**src/rtl/mlp_param_pkg.sv**
```systemverilog
// Shared constants and helpers for the MLP parameter loader.
// Defaults match the Iris classifier build.
package mlp_param_pkg;

  localparam int NUM_W_D    = 21;
  localparam int WIDTH_W_D  = 8;
  localparam int NUM_B0_D   = 3;
  localparam int WIDTH_B0_D = 12;
  localparam int NUM_B1_D   = 3;
  localparam int WIDTH_B1_D = 16;

  localparam logic [1:0] S_IDLE   = 2'd0;
  localparam logic [1:0] S_LOAD   = 2'd1;
  localparam logic [1:0] S_CHECK  = 2'd2;
  localparam logic [1:0] S_COMMIT = 2'd3;

  function automatic int nbytes(input int w);
    return (w + 7) / 8;
  endfunction

  function automatic int payload_bytes(
    input int nw,
    input int ww,
    input int nb0,
    input int wb0,
    input int nb1,
    input int wb1
  );
    return nw * nbytes(ww) + nb0 * nbytes(wb0)
         + nb1 * nbytes(wb1);
  endfunction

  // Parameters are at most 16 bits, so every one fits two byte lanes.
  function automatic logic [15:0] put_byte(
    input logic [15:0] v,
    input logic        hi,
    input logic [7:0]  d
  );
    return hi ? {d, v[7:0]} : {v[15:8], d};
  endfunction

endpackage

```
**src/rtl/mlp_param_loader_shadow.sv**
```systemverilog
// Shadow parameter bank plus the active registers it commits into.
// Bytes land in the shadow slot selected by parameter and byte index.
module param_shadow_bank
  import mlp_param_pkg::*;
#(
  parameter int NUM_W    = NUM_W_D,
  parameter int WIDTH_W  = WIDTH_W_D,
  parameter int NUM_B0   = NUM_B0_D,
  parameter int WIDTH_B0 = WIDTH_B0_D,
  parameter int NUM_B1   = NUM_B1_D,
  parameter int WIDTH_B1 = WIDTH_B1_D,
  parameter int PW       = 5
) (
  input  logic          clk,
  input  logic          rst_n,
  input  logic          we_i,
  input  logic [PW-1:0] pidx_i,
  input  logic          bidx_i,
  input  logic [7:0]    data_i,
  input  logic          commit_i,
  output logic [NUM_W*WIDTH_W-1:0] weights_o,
  output logic [NUM_B0*WIDTH_B0+NUM_B1*WIDTH_B1-1:0] biases_o
);

  localparam int B0_BITS = NUM_B0 * WIDTH_B0;
  localparam int B_BITS  = B0_BITS + NUM_B1 * WIDTH_B1;

  logic [WIDTH_W-1:0]  w_q  [NUM_W];
  logic [WIDTH_B0-1:0] b0_q [NUM_B0];
  logic [WIDTH_B1-1:0] b1_q [NUM_B1];

  logic [NUM_W*WIDTH_W-1:0] w_flat, weights_q;
  logic [B_BITS-1:0]        b_flat, biases_q;

  for (genvar k = 0; k < NUM_W; k++) begin : g_w
    always_ff @(posedge clk or negedge rst_n) begin
      if (!rst_n) begin
        w_q[k] <= '0;
      end else if (we_i && pidx_i == PW'(k)) begin
        w_q[k] <= WIDTH_W'(
          put_byte(16'(w_q[k]), bidx_i, data_i));
      end
    end
    assign w_flat[k*WIDTH_W +: WIDTH_W] = w_q[k];
  end

  for (genvar k = 0; k < NUM_B0; k++) begin : g_b0
    always_ff @(posedge clk or negedge rst_n) begin
      if (!rst_n) begin
        b0_q[k] <= '0;
      end else if (we_i && pidx_i == PW'(NUM_W + k)) begin
        b0_q[k] <= WIDTH_B0'(
          put_byte(16'(b0_q[k]), bidx_i, data_i));
      end
    end
    assign b_flat[k*WIDTH_B0 +: WIDTH_B0] = b0_q[k];
  end

  for (genvar k = 0; k < NUM_B1; k++) begin : g_b1
    always_ff @(posedge clk or negedge rst_n) begin
      if (!rst_n) begin
        b1_q[k] <= '0;
      end else if (we_i &&
                   pidx_i == PW'(NUM_W + NUM_B0 + k)) begin
        b1_q[k] <= WIDTH_B1'(
          put_byte(16'(b1_q[k]), bidx_i, data_i));
      end
    end
    assign b_flat[B0_BITS+k*WIDTH_B1 +: WIDTH_B1] = b1_q[k];
  end

  always_ff @(posedge clk or negedge rst_n) begin
    if (!rst_n) begin
      weights_q <= '0;
      biases_q  <= '0;
    end else if (commit_i) begin
      weights_q <= w_flat;
      biases_q  <= b_flat;
    end
  end

  assign weights_o = weights_q;
  assign biases_o  = biases_q;

endmodule

```
**src/rtl/mlp_param_loader.sv**
```systemverilog
// Byte-stream loader for the MLP weight/bias buses.
// Checksum-verified, committed to the active set in one cycle.
module mlp_param_loader
  import mlp_param_pkg::*;
#(
  parameter int NUM_W    = NUM_W_D,
  parameter int WIDTH_W  = WIDTH_W_D,
  parameter int NUM_B0   = NUM_B0_D,
  parameter int WIDTH_B0 = WIDTH_B0_D,
  parameter int NUM_B1   = NUM_B1_D,
  parameter int WIDTH_B1 = WIDTH_B1_D
) (
  input  logic       clk,
  input  logic       rst_n,
  input  logic       start,
  input  logic [7:0] in_data,
  input  logic       in_valid,
  output logic       in_ready,
  output logic [NUM_W*WIDTH_W-1:0] weights,
  output logic [NUM_B0*WIDTH_B0+NUM_B1*WIDTH_B1-1:0] biases,
  output logic       params_valid,
  output logic       busy,
  output logic       done,
  output logic       err
);

  localparam int NP    = NUM_W + NUM_B0 + NUM_B1;
  localparam int PW    = $clog2(NP + 1);
  localparam int BY_W  = nbytes(WIDTH_W);
  localparam int BY_B0 = nbytes(WIDTH_B0);
  localparam int BY_B1 = nbytes(WIDTH_B1);

  logic [1:0]    state_q, state_d;
  logic [PW-1:0] pidx_q, pidx_d;
  logic          bidx_q, bidx_d;
  logic [7:0]    xor_q, xor_d;
  logic          done_q, err_q, pv_q;
  logic          accept, match, commit;
  logic          last_b, last_p;

  assign in_ready = (state_q == S_LOAD) || (state_q == S_CHECK);
  // A byte coinciding with start belongs to the aborted load.
  assign accept   = in_valid && in_ready && !start;
  assign match    = (in_data == xor_q);
  assign last_p   = (pidx_q == PW'(NP - 1));
  assign commit   = (state_q == S_CHECK) && accept && match;

  always_comb begin
    last_b = (bidx_q == 1'(BY_B1 - 1));
    if (pidx_q < PW'(NUM_W))
      last_b = (bidx_q == 1'(BY_W - 1));
    else if (pidx_q < PW'(NUM_W + NUM_B0))
      last_b = (bidx_q == 1'(BY_B0 - 1));
  end

  always_comb begin
    state_d = state_q;
    pidx_d  = pidx_q;
    bidx_d  = bidx_q;
    xor_d   = xor_q;
    unique case (state_q)
      S_IDLE, S_LOAD, S_CHECK: begin
        if (start) begin
          state_d = S_LOAD;
          pidx_d  = '0;
          bidx_d  = 1'b0;
          xor_d   = '0;
        end else if (accept && state_q == S_CHECK) begin
          state_d = match ? S_COMMIT : S_IDLE;
        end else if (accept) begin
          xor_d = xor_q ^ in_data;
          if (last_b) begin
            bidx_d = 1'b0;
            if (last_p) state_d = S_CHECK;
            else        pidx_d  = pidx_q + 1'b1;
          end else begin
            bidx_d = 1'b1;
          end
        end
      end
      S_COMMIT: state_d = S_IDLE;
      default:  state_d = S_IDLE;
    endcase
  end

  always_ff @(posedge clk or negedge rst_n) begin
    if (!rst_n) begin
      state_q <= S_IDLE;
      pidx_q  <= '0;
      bidx_q  <= 1'b0;
      xor_q   <= '0;
      done_q  <= 1'b0;
      err_q   <= 1'b0;
      pv_q    <= 1'b0;
    end else begin
      state_q <= state_d;
      pidx_q  <= pidx_d;
      bidx_q  <= bidx_d;
      xor_q   <= xor_d;
      done_q  <= commit;
      err_q   <= (state_q == S_CHECK) && accept && !match;
      if (commit) pv_q <= 1'b1;
    end
  end

  param_shadow_bank #(
    .NUM_W    (NUM_W),
    .WIDTH_W  (WIDTH_W),
    .NUM_B0   (NUM_B0),
    .WIDTH_B0 (WIDTH_B0),
    .NUM_B1   (NUM_B1),
    .WIDTH_B1 (WIDTH_B1),
    .PW       (PW)
  ) u_bank (
    .clk       (clk),
    .rst_n     (rst_n),
    .we_i      ((state_q == S_LOAD) && accept),
    .pidx_i    (pidx_q),
    .bidx_i    (bidx_q),
    .data_i    (in_data),
    .commit_i  (commit),
    .weights_o (weights),
    .biases_o  (biases)
  );

  assign params_valid = pv_q;
  assign busy         = (state_q != S_IDLE);
  assign done         = done_q;
  assign err          = err_q;

endmodule

```
**config.mk**
```make
export PLATFORM = sky130hd
export DESIGN_NAME = mlp_param_loader
export DESIGN_NICKNAME = d
export VERILOG_FILES = /design/src/rtl/mlp_param_pkg.sv /design/src/rtl/mlp_param_loader_shadow.sv /design/src/rtl/mlp_param_loader.sv
export SDC_FILE = /design/constraint.sdc
export NUM_CORES = 1
export LEC_CHECK = 0
export BUFFER_PORTS_ARGS = -buffer_cell sky130_fd_sc_hd__buf_2
export CORE_UTILIZATION = 62
export CTS_CLUSTER_DIAMETER = 120
export CTS_CLUSTER_SIZE = 16
export DETAILED_ROUTE_END_ITERATION = 8
export PLACE_DENSITY = 0.85
export SLEW_MARGIN = 20
export SYNTH_ARGS = -nofsm -noshare
export SYNTH_HDL_FRONTEND = slang
export SYNTH_SLANG_ARGS = --single-unit
```
**constraint.sdc**
```tcl
create_clock -name clk -period 5.5 [get_ports clk]
set_input_delay 0.55 -clock clk [delete_from_list [all_inputs] [get_ports clk]]
set_output_delay 0.55 -clock clk [all_outputs]
set_load 0.02 [all_outputs]
```
==> results.json <==
{
  "status": "complete, no violations",
  "grt_usage": 0.266,
  "critPathBufInv": 1,
  "final_nets": 1545,
  "wl_um": 43300,
  "crit_slowest_cell": "nor3_2",
  "antenna_found_initial": 0,
  "swShare": 0.239,
  "max_cap_violations": 0,
  "routed_via_density": 5.79,
  "area_growth_pct": 13.4,
  "power.switching_uw": 1750,
  "power_density_nw_per_um2": 319,
  "port_buffers": 268,
  "hpwl_um": 26800,
  "synth_flop_cell": "dfrtp_1",
  "dp.cells": 1917,
  "tightest_slew_ns": 1.08,
  "leakage_uw": 0.0125,
  "cts_resized": 0,
  "clk_latency_ns": 0.53,
  "p_int_uw": 5600,
  "tns_ns": 0,
  "final_common_cell": "dfrtp_1",
  "synth_edf_count": 0,
  "die_h_um": 183,
  "gp_congestion": 0.805,
  "hold_violations": 0,
  "seqPwrFrac": 0.567,
  "cp_num_cells": 6,
  "period_minus_slack_ns": 3.06,
  "grt_max_degree": 157,
  "seq_area_frac_synth": 0.643,
  "drcViolationCount": 0,
  "die_w_um": 183,
  "die_area_sq_um": 33500,
  "slew_violations": 0,
  "crit_end": "u_bank.w_flat[77]",
  "finClkSkew_ns": 0.0133,
  "vias": 11400,
  "cts.sinks": 523,
  "worstPathRequired_ns": 5.90,
  "ys_types": 47,
  "synthCells": 1279,
  "grt_pass1_vias": 11900,
  "reg2reg_to": "u_bank.w_flat[77]",
  "post-route-period-util": 0.557,
  "rows": 65,
  "relSlewSlack": 0.274,
  "grt_overflow": 0,
  "antennaDiodeCount": 0,
  "hp-class": "in2reg",
  "synth_nets": 1300,
  "avgSynthCellArea_sq_um": 15.9,
  "fmax_ghz": 0.327,
  "r2r-start": "state_q[0]",
  "r2r_slack_ns": 2.44,
  "cp_data_arrival_time_ns": 3.47,
  "first_pass_iters": 6,
  "grt_pass1_wl_um": 68500,
  "min-delay-start": "start",
  "io_pins": 269,
  "layout-drive-gt1-share": 0.561,
  "ir_worst_vdd_mv": 0.309,
  "fillers": 2052,
  "post_cts_buffers": 0,
  "core_area_sq_um": 31900,
  "cp_top_family": "simple AND/OR/NAND/NOR gates",
  "cts_tree": "done",
  "max_stage_delay_ns": 0.85,
  "antenna_left": 0,
  "cts-root-buf": "clkbuf_16",
  "cts-buffers-inserted": 38,
  "final_cell_mix": "523 x dfrtp_1, 504 x mux2_2, 267 x buf_2, 41 x clkbuf_16, 20 x nand2_1",
  "final_cells": 1961,
  "cp-end-kind": "flop",
  "htreeDepth": 2,
  "path_clk_slew_ns": 0.07,
  "async_flop_share": 1.00,
  "hold_ws_ns": 0.431,
  "ff2ff_path_depth": 6,
  "initial_core_util": 0.638,
  "drt_iter0_drc": 924,
  "wl_per_cell_um": 22.1,
  "yosysWarnings": 0,
  "setup-violations-final": 0,
  "syn_area_sq_um": 20300,
  "worstPathMaxFanout": 14,
  "crit_start": "state_q[0]",
  "crit_type": "reg2reg",
  "path_cells": "inv_1 > ha_1 > nand2b_1 > nor3_2 > and3_1 > mux2_2",
  "setup.worst_path.start_class": "flop",
  "power_frac_clock": 0.345,
  "clk_path_buf_depth": 3,
  "synth-seq-cells": 523,
  "rsz0062_at_grt": "false",
  "pwr-share-comb": 0.088
}
==> what timing repair did <==
action,in CTS,in global routing
endpoints found under the setup margin,0,0
hold endpoints to repair,0,52
hold buffers,0,1
==> sequential cells by signal, summed over array words and instances, names as in the netlist <==
register / cells
u_bank.weights_o: 168
u_bank.w_flat: 168
u_bank.b0_q: 36
params_valid: 1
u_bank.biases_o: 84
u_bank.b1_q: 48
bidx_q: 1
err: 1
pidx_q: 5
xor_q: 8
state_q: 2
done: 1
==> stage by stage <==
step | utilization | cell area (sq um) | setup WS [ns] | total power [uW]
after floorplan | - | 20300 | 3.18 | 4620
after global placement | 0.690 | 22000 | 2.42 | 4830
after detailed placement | 0.690 | 22000 | 2.39 | 4880
after CTS | 0.722 | 23000 | 2.46 | 7410
after global routing | 0.724 | 23100 | 2.19 | 7640
final | 0.724 | 23100 | 2.44 | 7350
==> synthesized netlist by cell type, drive strengths merged (2+ instances only) <==
cell type | instances | area (sq um)
nand2b | 3 | 18.8
o211ai | 4 | 30.0
and3 | 8 | 50.1
nor3 | 4 | 36.3
clkbuf | 31 | 116
ha | 9 | 113
mux2 | 504 | 5680
dfrtp | 523 | 13100
nand2 | 20 | 75.1
and2 | 3 | 18.8
o41ai | 2 | 17.5
o31ai | 2 | 15.0
buf | 47 | 292
xnor2 | 9 | 78.8
o311ai | 3 | 26.3
nand4 | 5 | 31.3
nand3 | 17 | 155
inv | 11 | 41.3
nor2 | 11 | 53.8
a21oi | 10 | 50.1
or2 | 3 | 18.8
nor2b | 19 | 119
o21ai | 13 | 65.1
==> cells by family after synthesis <==
family / count (synthesis) / synth area share
DFF: 523 / 0.643
muxes: 505 / 0.279
and+or+nand+nor: 99 / 0.0311
buffers and inverters: 90 / 0.0223
AOI/OAI and AO/OA: 44 / 0.0145
xor gates and xnor gates: 9 / 0.00387
adders and majority gates: 9 / 0.00554
==> worst min-delay path by stage <==
stage                               end  slack (ns)  cells after the start
finish                         xor_q[4]        0.43                      2
global placement           params_valid        0.45                      1
global route                   xor_q[0]        0.43                      2
floorplan                        bidx_q        0.25                      0
CTS                 u_bank.biases_o[17]        0.20                      1
detailed placement         params_valid        0.46                      1
==> area by class of cell <==
class                      instances  area [sq um]  share of cell area
multi-input combinational        666          6810               0.295
tap                              435           544              0.0236
timing repair buffer             283          1550              0.0671
clock inverter                     1          7.51            0.000325
inverter                          12          45.0             0.00195
clock buffer                      41          1030              0.0445
sequential                       523         13100               0.567
==> power groups by stage <==
stage / Combinational [uW] / Sequential [uW] / Clock (uW)
2_1_floorplan: 421 / 4190 / 0
3_3_place_gp: 612 / 4220 / 0
3_5_place_dp: 644 / 4240 / 0
4_1_cts: 650 / 4160 / 2600
5_1_grt: 715 / 4190 / 2730
6_report: 648 / 4170 / 2530
==> metal layers <==
| layer | global-route usage | share of wire | vias up |
|---|---|---|---|
| li1 | - | - | 4960 |
| met1 | 0.368 | 0.43 | 6002 |
| met2 | 0.436 | 0.49 | 320 |
| met3 | 0.0570 | 0.059 | 74 |
| met4 | 0.0663 | 0.022 | 0 |
| met5 | 0 | 0 | - |
Power figures use the tool's default switching activity.
